**src/rtl/cdb_result_buffer_pkg.sv**
```systemverilog
// Shared types for the CDB result buffer: arbiter width and the entry bundle
// carried through the per-FU FIFOs and out onto the broadcast bus.
package cdb_types;

  localparam int ARB_NUM    = 4;
  localparam int CDB_PREG_W = 6;
  localparam int CDB_ROB_W  = 5;
  localparam int CDB_DATA_W = 32;

  typedef struct packed {
    logic [CDB_PREG_W-1:0] pd;
    logic [CDB_ROB_W-1:0]  rob;
    logic [CDB_DATA_W-1:0] data;
  } cdb_entry_t;

endpackage

```
**src/rtl/cdb_arb.sv**
```systemverilog
// Fixed-priority arbiter: lowest set request bit wins, grant is one-hot or zero.
module cdb_arb #(
  parameter int N = 4
) (
  input  logic [N-1:0] req,
  output logic [N-1:0] grant
);

  logic found;

  always_comb begin
    grant = '0;
    found = 1'b0;
    for (int i = 0; i < N; i++) begin
      if (req[i] && !found) begin
        grant[i] = 1'b1;
        found    = 1'b1;
      end
    end
  end

endmodule

```
**src/rtl/cdb_fu_fifo.sv**
```systemverilog
// Per-FU result FIFO. Full is derived from the registered count only, so a full
// FIFO never accepts a push in the same cycle it pops.
module cdb_fu_fifo
  import cdb_types::*;
#(
  parameter int DEPTH = 2
) (
  input  logic       clk,
  input  logic       rst,
  input  logic       flush,
  input  logic       push,
  input  cdb_entry_t push_entry,
  input  logic       pop,
  output logic       full,
  output logic       empty,
  output cdb_entry_t head
);

  localparam int PTR_W = (DEPTH > 1) ? $clog2(DEPTH) : 1;
  localparam int CNT_W = PTR_W + 1;

  cdb_entry_t       mem_q [DEPTH];
  cdb_entry_t       mem_d [DEPTH];
  logic [PTR_W-1:0] head_q, head_d;
  logic [PTR_W-1:0] tail_q, tail_d;
  logic [CNT_W-1:0] count_q, count_d;
  logic             do_push, do_pop;

  assign full  = (count_q == CNT_W'(DEPTH));
  assign empty = (count_q == '0);
  assign head  = mem_q[head_q];

  assign do_push = push && !full;
  assign do_pop  = pop && !empty;

  always_comb begin
    mem_d   = mem_q;
    head_d  = head_q;
    tail_d  = tail_q;
    count_d = count_q;
    if (flush) begin
      // Discard everything, including any push or pop offered this cycle.
      head_d  = '0;
      tail_d  = '0;
      count_d = '0;
    end else begin
      if (do_push) begin
        mem_d[tail_q] = push_entry;
        tail_d        = tail_q + PTR_W'(1);
      end
      if (do_pop) begin
        head_d = head_q + PTR_W'(1);
      end
      count_d = count_q + CNT_W'(do_push) - CNT_W'(do_pop);
    end
  end

  always_ff @(posedge clk or posedge rst) begin
    if (rst) begin
      head_q  <= '0;
      tail_q  <= '0;
      count_q <= '0;
      for (int i = 0; i < DEPTH; i++) begin
        mem_q[i] <= '0;
      end
    end else begin
      head_q  <= head_d;
      tail_q  <= tail_d;
      count_q <= count_d;
      mem_q   <= mem_d;
    end
  end

endmodule

```
**src/rtl/cdb_result_buffer.sv**
```systemverilog
// Per-FU result buffering with fixed-priority arbitration onto a single
// registered Common Data Bus.
module cdb_result_buffer
  import cdb_types::*;
#(
  parameter int NUM_FU = ARB_NUM,
  parameter int DEPTH  = 2,
  parameter int DATA_W = 32,
  parameter int PREG_W = 6,
  parameter int ROB_W  = 5
) (
  input  logic                     clk,
  input  logic                     rst,
  input  logic                     flush,
  input  logic [NUM_FU-1:0]        fu_valid,
  output logic [NUM_FU-1:0]        fu_ready,
  input  logic [NUM_FU*PREG_W-1:0] fu_pd,
  input  logic [NUM_FU*ROB_W-1:0]  fu_rob,
  input  logic [NUM_FU*DATA_W-1:0] fu_data,
  output logic                     cdb_valid,
  output logic [PREG_W-1:0]        cdb_pd,
  output logic [ROB_W-1:0]         cdb_rob,
  output logic [DATA_W-1:0]        cdb_data
);

  cdb_entry_t        heads [NUM_FU];
  cdb_entry_t        sel_entry;
  logic [NUM_FU-1:0] full, empty, req, grant;

  cdb_entry_t cdb_q, cdb_d;
  logic       cdb_valid_q, cdb_valid_d;

  for (genvar g = 0; g < NUM_FU; g++) begin : g_fifo
    cdb_entry_t push_entry;

    assign push_entry.pd   = fu_pd[g*PREG_W +: PREG_W];
    assign push_entry.rob  = fu_rob[g*ROB_W +: ROB_W];
    assign push_entry.data = fu_data[g*DATA_W +: DATA_W];

    cdb_fu_fifo #(
      .DEPTH(DEPTH)
    ) u_fifo (
      .clk       (clk),
      .rst       (rst),
      .flush     (flush),
      .push      (fu_valid[g]),
      .push_entry(push_entry),
      .pop       (grant[g]),
      .full      (full[g]),
      .empty     (empty[g]),
      .head      (heads[g])
    );
  end

  assign fu_ready = ~full;
  assign req      = ~empty;

  cdb_arb #(
    .N(NUM_FU)
  ) u_arb (
    .req  (req),
    .grant(grant)
  );

  // Grant is one-hot or zero, so an OR-reduction acts as the head mux.
  always_comb begin
    sel_entry = '0;
    for (int i = 0; i < NUM_FU; i++) begin
      if (grant[i]) begin
        sel_entry = sel_entry | heads[i];
      end
    end
  end

  always_comb begin
    cdb_d       = cdb_q;
    cdb_valid_d = 1'b0;
    if (!flush && (|grant)) begin
      cdb_valid_d = 1'b1;
      cdb_d       = sel_entry;
    end
  end

  always_ff @(posedge clk or posedge rst) begin
    if (rst) begin
      cdb_q       <= '0;
      cdb_valid_q <= 1'b0;
    end else begin
      cdb_q       <= cdb_d;
      cdb_valid_q <= cdb_valid_d;
    end
  end

  assign cdb_valid = cdb_valid_q;
  assign cdb_pd    = cdb_q.pd;
  assign cdb_rob   = cdb_q.rob;
  assign cdb_data  = cdb_q.data;

endmodule
```
**config.mk**
```make
export PLATFORM = sky130hd
export DESIGN_NAME = cdb_result_buffer
export DESIGN_NICKNAME = d
export VERILOG_FILES = /design/src/rtl/cdb_result_buffer_pkg.sv /design/src/rtl/cdb_arb.sv /design/src/rtl/cdb_fu_fifo.sv /design/src/rtl/cdb_result_buffer.sv
export SDC_FILE = /design/constraint.sdc
export NUM_CORES = 1
export LEC_CHECK = 0
export CORE_MARGIN = 5
export CORE_UTILIZATION = 35
export DETAILED_ROUTE_END_ITERATION = 8
export PLACE_DENSITY = 0.61
export SETUP_SLACK_MARGIN = 0.5
export SYNTH_ARGS = -nofsm -noshare
export SYNTH_HDL_FRONTEND = slang
export SYNTH_HIERARCHICAL = 1
export SYNTH_SLANG_ARGS = --single-unit
```
**constraint.sdc**
```tcl
create_clock -name clk -period 6.2 [get_ports clk]
set_clock_uncertainty 0.2 [all_clocks]
set_input_delay 0.62 -clock clk [delete_from_list [all_inputs] [get_ports clk]]
set_output_delay 0.62 -clock clk [all_outputs]
set_load 0.02 [all_outputs]
```
# Word-level counts from Yosys, hierarchy flattened
# Index checks and enable logic that the tools add are counted.
# totals
regBits	404
latchBits	0
mem_bits_rw	0
mem_bits_ro	0
input_bits	179
out_inout_bits	48
elab_cells	186
n_memories	0
# classes
add_sub_neg	16
n_mul	0
div_mod_pow	0
order_cmp	12
eq_ne	4
shifts	0
muxes	55
n_bitwise	14
n_reduce_logical	45
# ops
op	n
2-to-1 mux 43 bit	20
bitwise mux 86 bit	4
demux 43 bit (select 1 bit)	4
bitwise OR 43 bit	3
2-to-1 mux 1 bit	23
>= comparator 2 bit, second input constant	8
logical AND 1 bit	16
NOT 1 -> 2 bit	8
nonzero test 2 bit	8
logical NOT 1 bit	12
adder 1 bit, second input constant	8
adder 2 x 1 -> 2 bit	4
== test 2 bit, second input constant	4
logical NOT 2 bit	4
less-than comparator 2 x 1 -> 1 bit, second input constant	4
2-to-1 mux 2 bit	4
NOT 4 bit	2
AND reduction 2 bit	4
subtractor 2 x 1 -> 2 bit	4
OR reduction 4 bit	1
NOT 1 bit	1

# Depth between registers and ports, before layout
# Gate-level depths: netlist of the first run.
# logic_depth
ltp_word	15
mapped_depth	10
depth_no_buf	10

# Cells and area by module
# The synthesis of the first run kept the hierarchy.
# modules_own_cells
module	n_inst	cells_each	area_each_um2
cdb_fu_fifo	4	254	3941.3
cdb_result_buffer	1	251	2578.7
cdb_arb	1	4	36.3

# Worst setup path after synthesis of the first run
# OpenSTA, ideal clock, no wires.
# synth_timing
path_kind	flip-flop to flip-flop
start	reg g_fifo[1].u_fifo.count_q[1]
end	reg cdb_q, in the netlist cdb_data[0]
setup_ns	0.125
arrival_time_ns	1.901
path_slack_ns	3.974
path_stages_with_launch	9
synth_period_minus_slack_ns	2.226
path_cell_list	dfrtp_1 > nor2_1 > inv_1 > nor4b_2 > buf_2 > nor4_4 > nor2_2 > buf_6 > mux2_2
# synth_between
elab_chain_len	12
elab_cells_between_ends	19
cone_classes	8 x mux; 3 x bitwise; 8 x reduce/logical
# synth_rtl
element	line	text
start: declaration	cdb_fu_fifo.sv:26	logic [CNT_W-1:0] count_q, count_d;
start signal: assignment	cdb_fu_fifo.sv:69	count_q <= count_d;
logical NOT 2 bit *	cdb_fu_fifo.sv:30	assign empty = (count_q == '0);
named net empty[1]	cdb_result_buffer.sv:28	logic [NUM_FU-1:0] full, empty, req, grant;
NOT 4 bit *	cdb_result_buffer.sv:56	assign req = ~empty;
named net req[1]	cdb_result_buffer.sv:28	
logical AND 1 bit *	cdb_arb.sv:15	if (req[i] && !found) begin
2-to-1 mux 1 bit *	cdb_arb.sv:15	
logical NOT 1 bit	cdb_arb.sv:15	
logical AND 1 bit	cdb_arb.sv:15	
2-to-1 mux 1 bit *	cdb_arb.sv:15	
logical NOT 1 bit *	cdb_arb.sv:15	
logical AND 1 bit *	cdb_arb.sv:15	
2-to-1 mux 1 bit *	cdb_arb.sv:15	
named net grant[3]	cdb_result_buffer.sv:28	
OR reduction 4 bit	cdb_result_buffer.sv:78	if (!flush && (|grant)) begin
logical AND 1 bit	cdb_result_buffer.sv:78	
end signal: assignment	cdb_result_buffer.sv:86	cdb_q <= '0;
end signal: assignment	cdb_result_buffer.sv:89	cdb_q <= cdb_d;
end: declaration	cdb_result_buffer.sv:30	cdb_entry_t cdb_q, cdb_d;
# The timed path passes the listed nets; every way through them passes the cells marked *.
# A chain may end at the register's enable or synchronous reset.

# Final worst setup path of the first run
# layout_timing
start	reg g_fifo[0].u_fifo.count_q[1]
end	reg cdb_q, in the netlist cdb_data[20]
# layout_between
elab_chain_len	14
elab_cells_between_ends	23
cone_classes	10 x mux; 4 x bitwise; 9 x reduce/logical
# layout_rtl
element	line
start: declaration	cdb_fu_fifo.sv:26
start signal: assignment	cdb_fu_fifo.sv:69
logical NOT 2 bit *	cdb_fu_fifo.sv:30
named net empty[0]	cdb_result_buffer.sv:28
NOT 4 bit *	cdb_result_buffer.sv:56
named net req[0]	cdb_result_buffer.sv:28
2-to-1 mux 1 bit *	cdb_arb.sv:15
logical NOT 1 bit	cdb_arb.sv:15
logical AND 1 bit	cdb_arb.sv:15
2-to-1 mux 1 bit *	cdb_arb.sv:15
logical NOT 1 bit	cdb_arb.sv:15
logical AND 1 bit	cdb_arb.sv:15
2-to-1 mux 1 bit *	cdb_arb.sv:15
logical NOT 1 bit *	cdb_arb.sv:15
logical AND 1 bit *	cdb_arb.sv:15
2-to-1 mux 1 bit *	cdb_arb.sv:15
named net grant[3]	cdb_result_buffer.sv:28
OR reduction 4 bit	cdb_result_buffer.sv:78
logical AND 1 bit	cdb_result_buffer.sv:78
# Marks and branches as above.

==> results of run 1 <==
state kept, by name, indices dropped and copies added, names as in the netlist:
name / count
cdb_data: 32
g_fifo.u_fifo/mem_q: 344
g_fifo.u_fifo/head_q: 4
cdb_rob: 5
g_fifo.u_fifo/tail_q: 4
cdb_valid: 1
g_fifo.u_fifo/count_q: 8
cdb_pd: 6
path summary, 6_finish.rpt:
check                                              to  slack, ns  depth (start not counted)
max                                      cdb_data[20]       3.00                          8
min                        g_fifo[3].u_fifo/mem_q[73]       0.28                          1
max reg2reg                              cdb_data[20]       3.00                          8
min reg2reg                g_fifo[3].u_fifo/mem_q[73]       0.28                          1
max in group asynchronous     g_fifo[1].u_fifo/head_q       4.07                          3
min in group asynchronous  g_fifo[2].u_fifo/mem_q[18]       0.39                          2
cell type report:
cell class	count	area, um2	share of cell area (%)
sequential	404	10100	44.7
multi-input combinational	765	7720	34.1
timing repair buffer	250	2440	10.8
clock buffer	65	1290	5.71
tap	688	861	3.80
inverter	25	98.8	0.437
clock inverter	8	92.6	0.409
antenna	3	7.51	0.0332
critical path, stage by stage, from the launching register on:
cell      delay [ns]
dfrtp_1         0.41
nor2_1          0.15
clkinv_1        0.22
nor4b_4         0.30
buf_4           0.52
nor4_4          0.07
nor2_4          0.36
buf_4           0.43
mux2_2          0.38
metal layers:
metal | part of all wire, % | global-route usage (%) | up-vias
met5 | 0.064 | 0 | -
met4 | 2.3 | 4.67 | 4
met3 | 5.4 | 3.76 | 66
met2 | 46 | 26.2 | 197
met1 | 47 | 23.9 | 5760
li1 | - | - | 5017
power by group:
part           leakage [nW]  internal (mW)  switching (mW)  total (mW)
registers              4.84           3.89           0.697        4.59
logic                  3.92           2.48            2.08        4.56
clock network         0.680           1.51            1.03        2.55
total                  9.44           7.89            3.81        11.7
layout by cell type (no fill, tap or decap):
master	n
buf_4	24
clkinvlp_4	1
clkinv_1	1
o21ai_0	4
nor2b_1	4
clkbuf_8	9
nor4b_4	1
clkdlybuf4s50_1	226
diode_2	3
nor2_1	12
nor2_4	1
clkbuf_1	11
mux2_1	8
bufinv_16	2
or3_1	4
nand2b_1	4
xor2_1	4
o21a_1	4
clkinv_2	9
nand2_1	47
a21oi_1	4
ha_1	8
clkbuf_16	45
dfrtp_2	4
nor3b_2	1
inv_2	5
nand4b_1	4
nor4_4	5
and2_1	4
xnor2_1	4
nor2b_4	1
inv_1	15
a22oi_1	86
nor3_1	4
mux2_2	551
dfrtp_1	400
kinds of logic (layout without fill, tap and decap cells):
| group | count (synthesis) | count (layout) | share of synthesized area [%] |
|---|---|---|---|
| compound gates | 98 | 98 | 3.89 |
| xor+xnor | 8 | 8 | 0.381 |
| fa+ha+maj | 8 | 8 | 0.545 |
| buf+inv | 102 | 348 | 3.11 |
| flops | 404 | 404 | 55.0 |
| mux | 559 | 559 | 34.2 |
| other cells | 0 | 3 | 0 |
| simple gates | 92 | 92 | 2.82 |
==> results_dict.tcl, run 1 <==
set metrics [dict create \
    outcome "completed" \
    ys_types 29 \
    totalWireLength_um 48500 \
    drive_above_1_share_pct 43.4 \
    setup_ws_ns 3.00 \
    hp-class "flip-flop to flip-flop" \
    portBuffers 226 \
    antenna_found_initial 5 \
    io_pins 227 \
    fin_nets 1678 \
    dpl_cell_area_um2 21200 \
    grt_use_total_pct 16.9 \
    max_slew_margin_pct 33.5 \
    grt_setup_unrepaired "false" \
    grt_pass1_vias 12101 \
    initial_utilization_pct 35.1 \
    yosysMostFrequentCell "mux2_2" \
    postLayoutCoreUtil_pct 43.2 \
    finalSetupTns_ns 0 \
    syn-instance-count 1271 \
    setup_viol 0 \
    initialDrtViolationCount 468 \
    p_leak_nw 9.44 \
    cts_tree "built" \
    syn-cell-area_um2 18400 \
    worstPathRequired_ns 6.44 \
    via_per_inst 5.00 \
    hold_viol 0 \
    ys.flop_type "dfrtp_1" \
    dp_cells 2132 \
    cp-start-kind "flip-flop" \
    clkSinkCount 404 \
    place_ws_ns 2.98 \
    wire_per_inst_um 22.0 \
    cp-startpoint "g_fifo[0].u_fifo/count_q[1]" \
    clk_pin_slew_ns 0.05 \
    max-vdd-ir-drop_uv 278 \
    insertion_delay_ns 0.56 \
    critPathMaxFanout 45 \
    path_class "flip-flop to flip-flop" \
    avgSynthCellArea_um2 14.5 \
    hold_start "g_fifo[3].u_fifo/mem_q[73]" \
    drv_cap 0 \
    yosysWarnings 6 \
    async_flop_share_pct 100 \
    cts_made_buffers 45 \
    final_cell_count_no_fill 2208 \
    max_freq_mhz 313 \
    whs_ns 0.279 \
    cts_root_buf "clkbuf_16" \
    grt_pass1_wl_um 74200 \
    post_cts_resized 0 \
    synth_area_leaders "dfrtp_1 (55%), mux2_2 (34%), a22oi_1 (3.5%), buf_6 (1.2%), nand2_1 (0.96%)" \
    fin_crit_sh_pct 51.5 \
    r2r-start "g_fifo[0].u_fifo/count_q[1]" \
    finalMaxSlewViolations 0 \
    yosys_register_bits 404 \
    fillers 4846 \
    postRouteAntennaNets 0 \
    cts_setup_buffers 0 \
    worst_pin_slew_ns 0.998 \
    coreArea_um2 52300 \
    synth.largest_area_cell "dfrtp_1" \
    final_cell_area_um2 22600 \
    grt_max_degree 75 \
    drc_errors 0 \
    fin_crit_ns 3.20 \
    endpoint_kind "flip-flop" \
    vias 11044 \
    cts_max_level 2 \
    synth-edff-count 0 \
    worstPathArrival_ns 3.43 \
    finalPower_mw 11.7 \
    clock_path_buffers 3 \
    gp_routability_congestion 0.777 \
    synth_nets 1458 \
    die_width_um 239 \
    grt-ovfl-total 0 \
    syn_to_final_growth_pct 23.1 \
    p_per_area_nw_per_um2 517 \
    synth_seq_area_share_pct 55.0 \
    die_y_um 239 \
    synthTopCellsByCount "mux2_2 (551), dfrtp_1 (404), a22oi_1 (86)" \
    synth_top_area_share_pct 55.0 \
    dr.pass1.iters 4 \
    rows 84 \
    die-area_um2 57200 \
    hpwlAfterDp_um 34400 \
    cts_hold_buf 0 \
]
Power figures use the tool's default switching activity.
==> run 2, diff against run 1 <==
- clock period: 6.2 -> 3 ns (I/O delays scaled with it)
==> results_dict.tcl, run 2 (same netlist as run 1, synthesis figures left out) <==
set metrics [dict create \
    clk_pin_slew_ns 0.06 \
    max_freq_mhz 402 \
    antenna_found_initial 6 \
    via_per_inst 5.00 \
    cts_root_buf "clkbuf_16" \
    die_width_um 239 \
    hold_viol 0 \
    clkSinkCount 404 \
    wire_per_inst_um 21.8 \
    cts_max_level 2 \
    postLayoutCoreUtil_pct 44.2 \
    die_y_um 239 \
    hold_depth 2 \
    postRouteAntennaNets 0 \
    fin_crit_sh_pct 83.0 \
    drv_cap 0 \
    p_per_area_nw_per_um2 1070 \
    r2r_slack_ns 0.51 \
    finalPower_mw 24.7 \
    r2r_end "g_fifo[2].u_fifo/count_q[1]" \
    drive_above_1_share_pct 44.3 \
    portBuffers 226 \
    largest_register_ffs 344 \
    initial_utilization_pct 35.1 \
    max-vdd-ir-drop_uv 668 \
    drc_errors 0 \
    insertion_delay_ns 0.56 \
    die-area_um2 57200 \
    worst_pin_slew_ns 0.691 \
    grt_use_total_pct 16.9 \
    rows 84 \
    gp_routability_congestion 0.787 \
    layout_commonest_cell "mux2_2" \
    grt_setup_unrepaired "true" \
    worstPathArrival_ns 2.72 \
    outcome "completed" \
    syn_to_final_growth_pct 25.7 \
    grt_max_degree 91 \
    grt_pass1_vias 12086 \
    hold_start "fu_data[126]" \
    regMostFlops "g_fifo.u_fifo/mem_q" \
    critPathMaxFanout 5 \
    cts_hold_buf 0 \
    initialDrtViolationCount 415 \
    clock_path_buffers 3 \
    cp-start-kind "flip-flop" \
    hpwlAfterDp_um 34200 \
    io_pins 227 \
    finalMaxSlewViolations 0 \
    hp-class "input pin to flip-flop" \
    fin_crit_ns 2.49 \
    hold_path_end "g_fifo[3].u_fifo/mem_q[73]" \
    r2r-start "g_fifo[0].u_fifo/count_q[1]" \
    grt_pass1_wl_um 74300 \
    cts_made_buffers 45 \
    worstPathRequired_ns 3.23 \
    dr.pass1.iters 4 \
    setup_viol 0 \
    vias 11147 \
    coreArea_um2 52300 \
    p_leak_nw 9.64 \
    fin_nets 1692 \
    grt-ovfl-total 0 \
    max_slew_margin_pct 53.8 \
    totalWireLength_um 48600 \
    layout_common_cells "mux2_2 (551), dfrtp_1 (400), clkdlybuf4s50_1 (226)" \
    finalSetupTns_ns 0 \
    endpoint_kind "flip-flop" \
    rr_worst_depth 10 \
    path_class "flip-flop to flip-flop" \
    cts_tree "built" \
]
[run 2: changes by cell type in the layout (fill, tap and decap cells not counted), sizes merged]
cell	change
clkinv	-1
inv	+1
clkbuf	+3
clkinvlp	+3
buf	+14
[run 2: routing by layer]
layer  part of all wire (%)  track usage, %  vias to the layer above
met5                  0.099               0                        -
met4                    2.9            5.67                        8
met3                    4.5            3.22                       74
met2                     46            25.9                      209
met1                     47            24.2                     5788
li1                       -               -                     5068
[run 2: worst max-delay path by stage]
stage	endpoint	slack [ns]	from
finish	g_fifo[2].u_fifo/count_q[1]	0.51	g_fifo[0].u_fifo/count_q[1]
global route	g_fifo[3].u_fifo/count_q[1]	0.41	g_fifo[0].u_fifo/count_q[1]
CTS	g_fifo[2].u_fifo/count_q[1]	0.52	g_fifo[0].u_fifo/count_q[1]
detailed placement	g_fifo[0].u_fifo/count_q[1]	0.32	g_fifo[0].u_fifo/count_q[1]
global placement	g_fifo[0].u_fifo/count_q[1]	0.38	g_fifo[0].u_fifo/count_q[1]
floorplan	cdb_data[0]	0.77	g_fifo[1].u_fifo/count_q[1]
[run 2: repair_timing]
action                     CTS  global route
resized for setup            4             2
setup buffers                0             2
pin swaps                    0             3
setup endpoints to repair    2            33
[run 2: power by group]
group,switching (mW),internal [mW],leakage (nW)
combinational,4.51,5.39,4.08
clock,2.18,3.21,0.724
sequential,1.30,8.05,4.84
total,8.00,16.6,9.64
[run 2: layout make-up]
| cell class | instances | area (um2) |
|---|---|---|
| multi-input combinational | 765 | 7730 |
| tap | 688 | 861 |
| sequential | 404 | 10100 |
| antenna | 3 | 7.51 |
| fill | 4734 | 29200 |
| clock buffer | 68 | 1370 |
| timing repair buffer | 264 | 2820 |
| inverter | 25 | 123 |
| clock inverter | 11 | 87.6 |
[run 2: critical path, cell delays in order (launching register included)]
cell and delay [ns]:
dfrtp_1 0.41, nor2_1 0.18, bufinv_8 0.24, nor3b_4 0.32
o21a_1 0.21, ha_1 0.23, inv_1 0.06, ha_1 0.15
xor2_1 0.17, and2_1 0.15, nor3_1 0.04
[run 2: metrics by stage]
step | instance area, um2 | cells | setup WS, ns | hold slack, ns
after floorplan | 18400 | 1271 | 0.774 | 0.163
after global placement | 21600 | 2144 | 0.377 | 0.263
after CTS | 23100 | 2223 | 0.521 | 0.120
final | 23100 | 2228 | 0.511 | 0.161
after global routing | 23100 | 2227 | 0.409 | 0.141
after detailed placement | 21600 | 2144 | 0.323 | 0.273
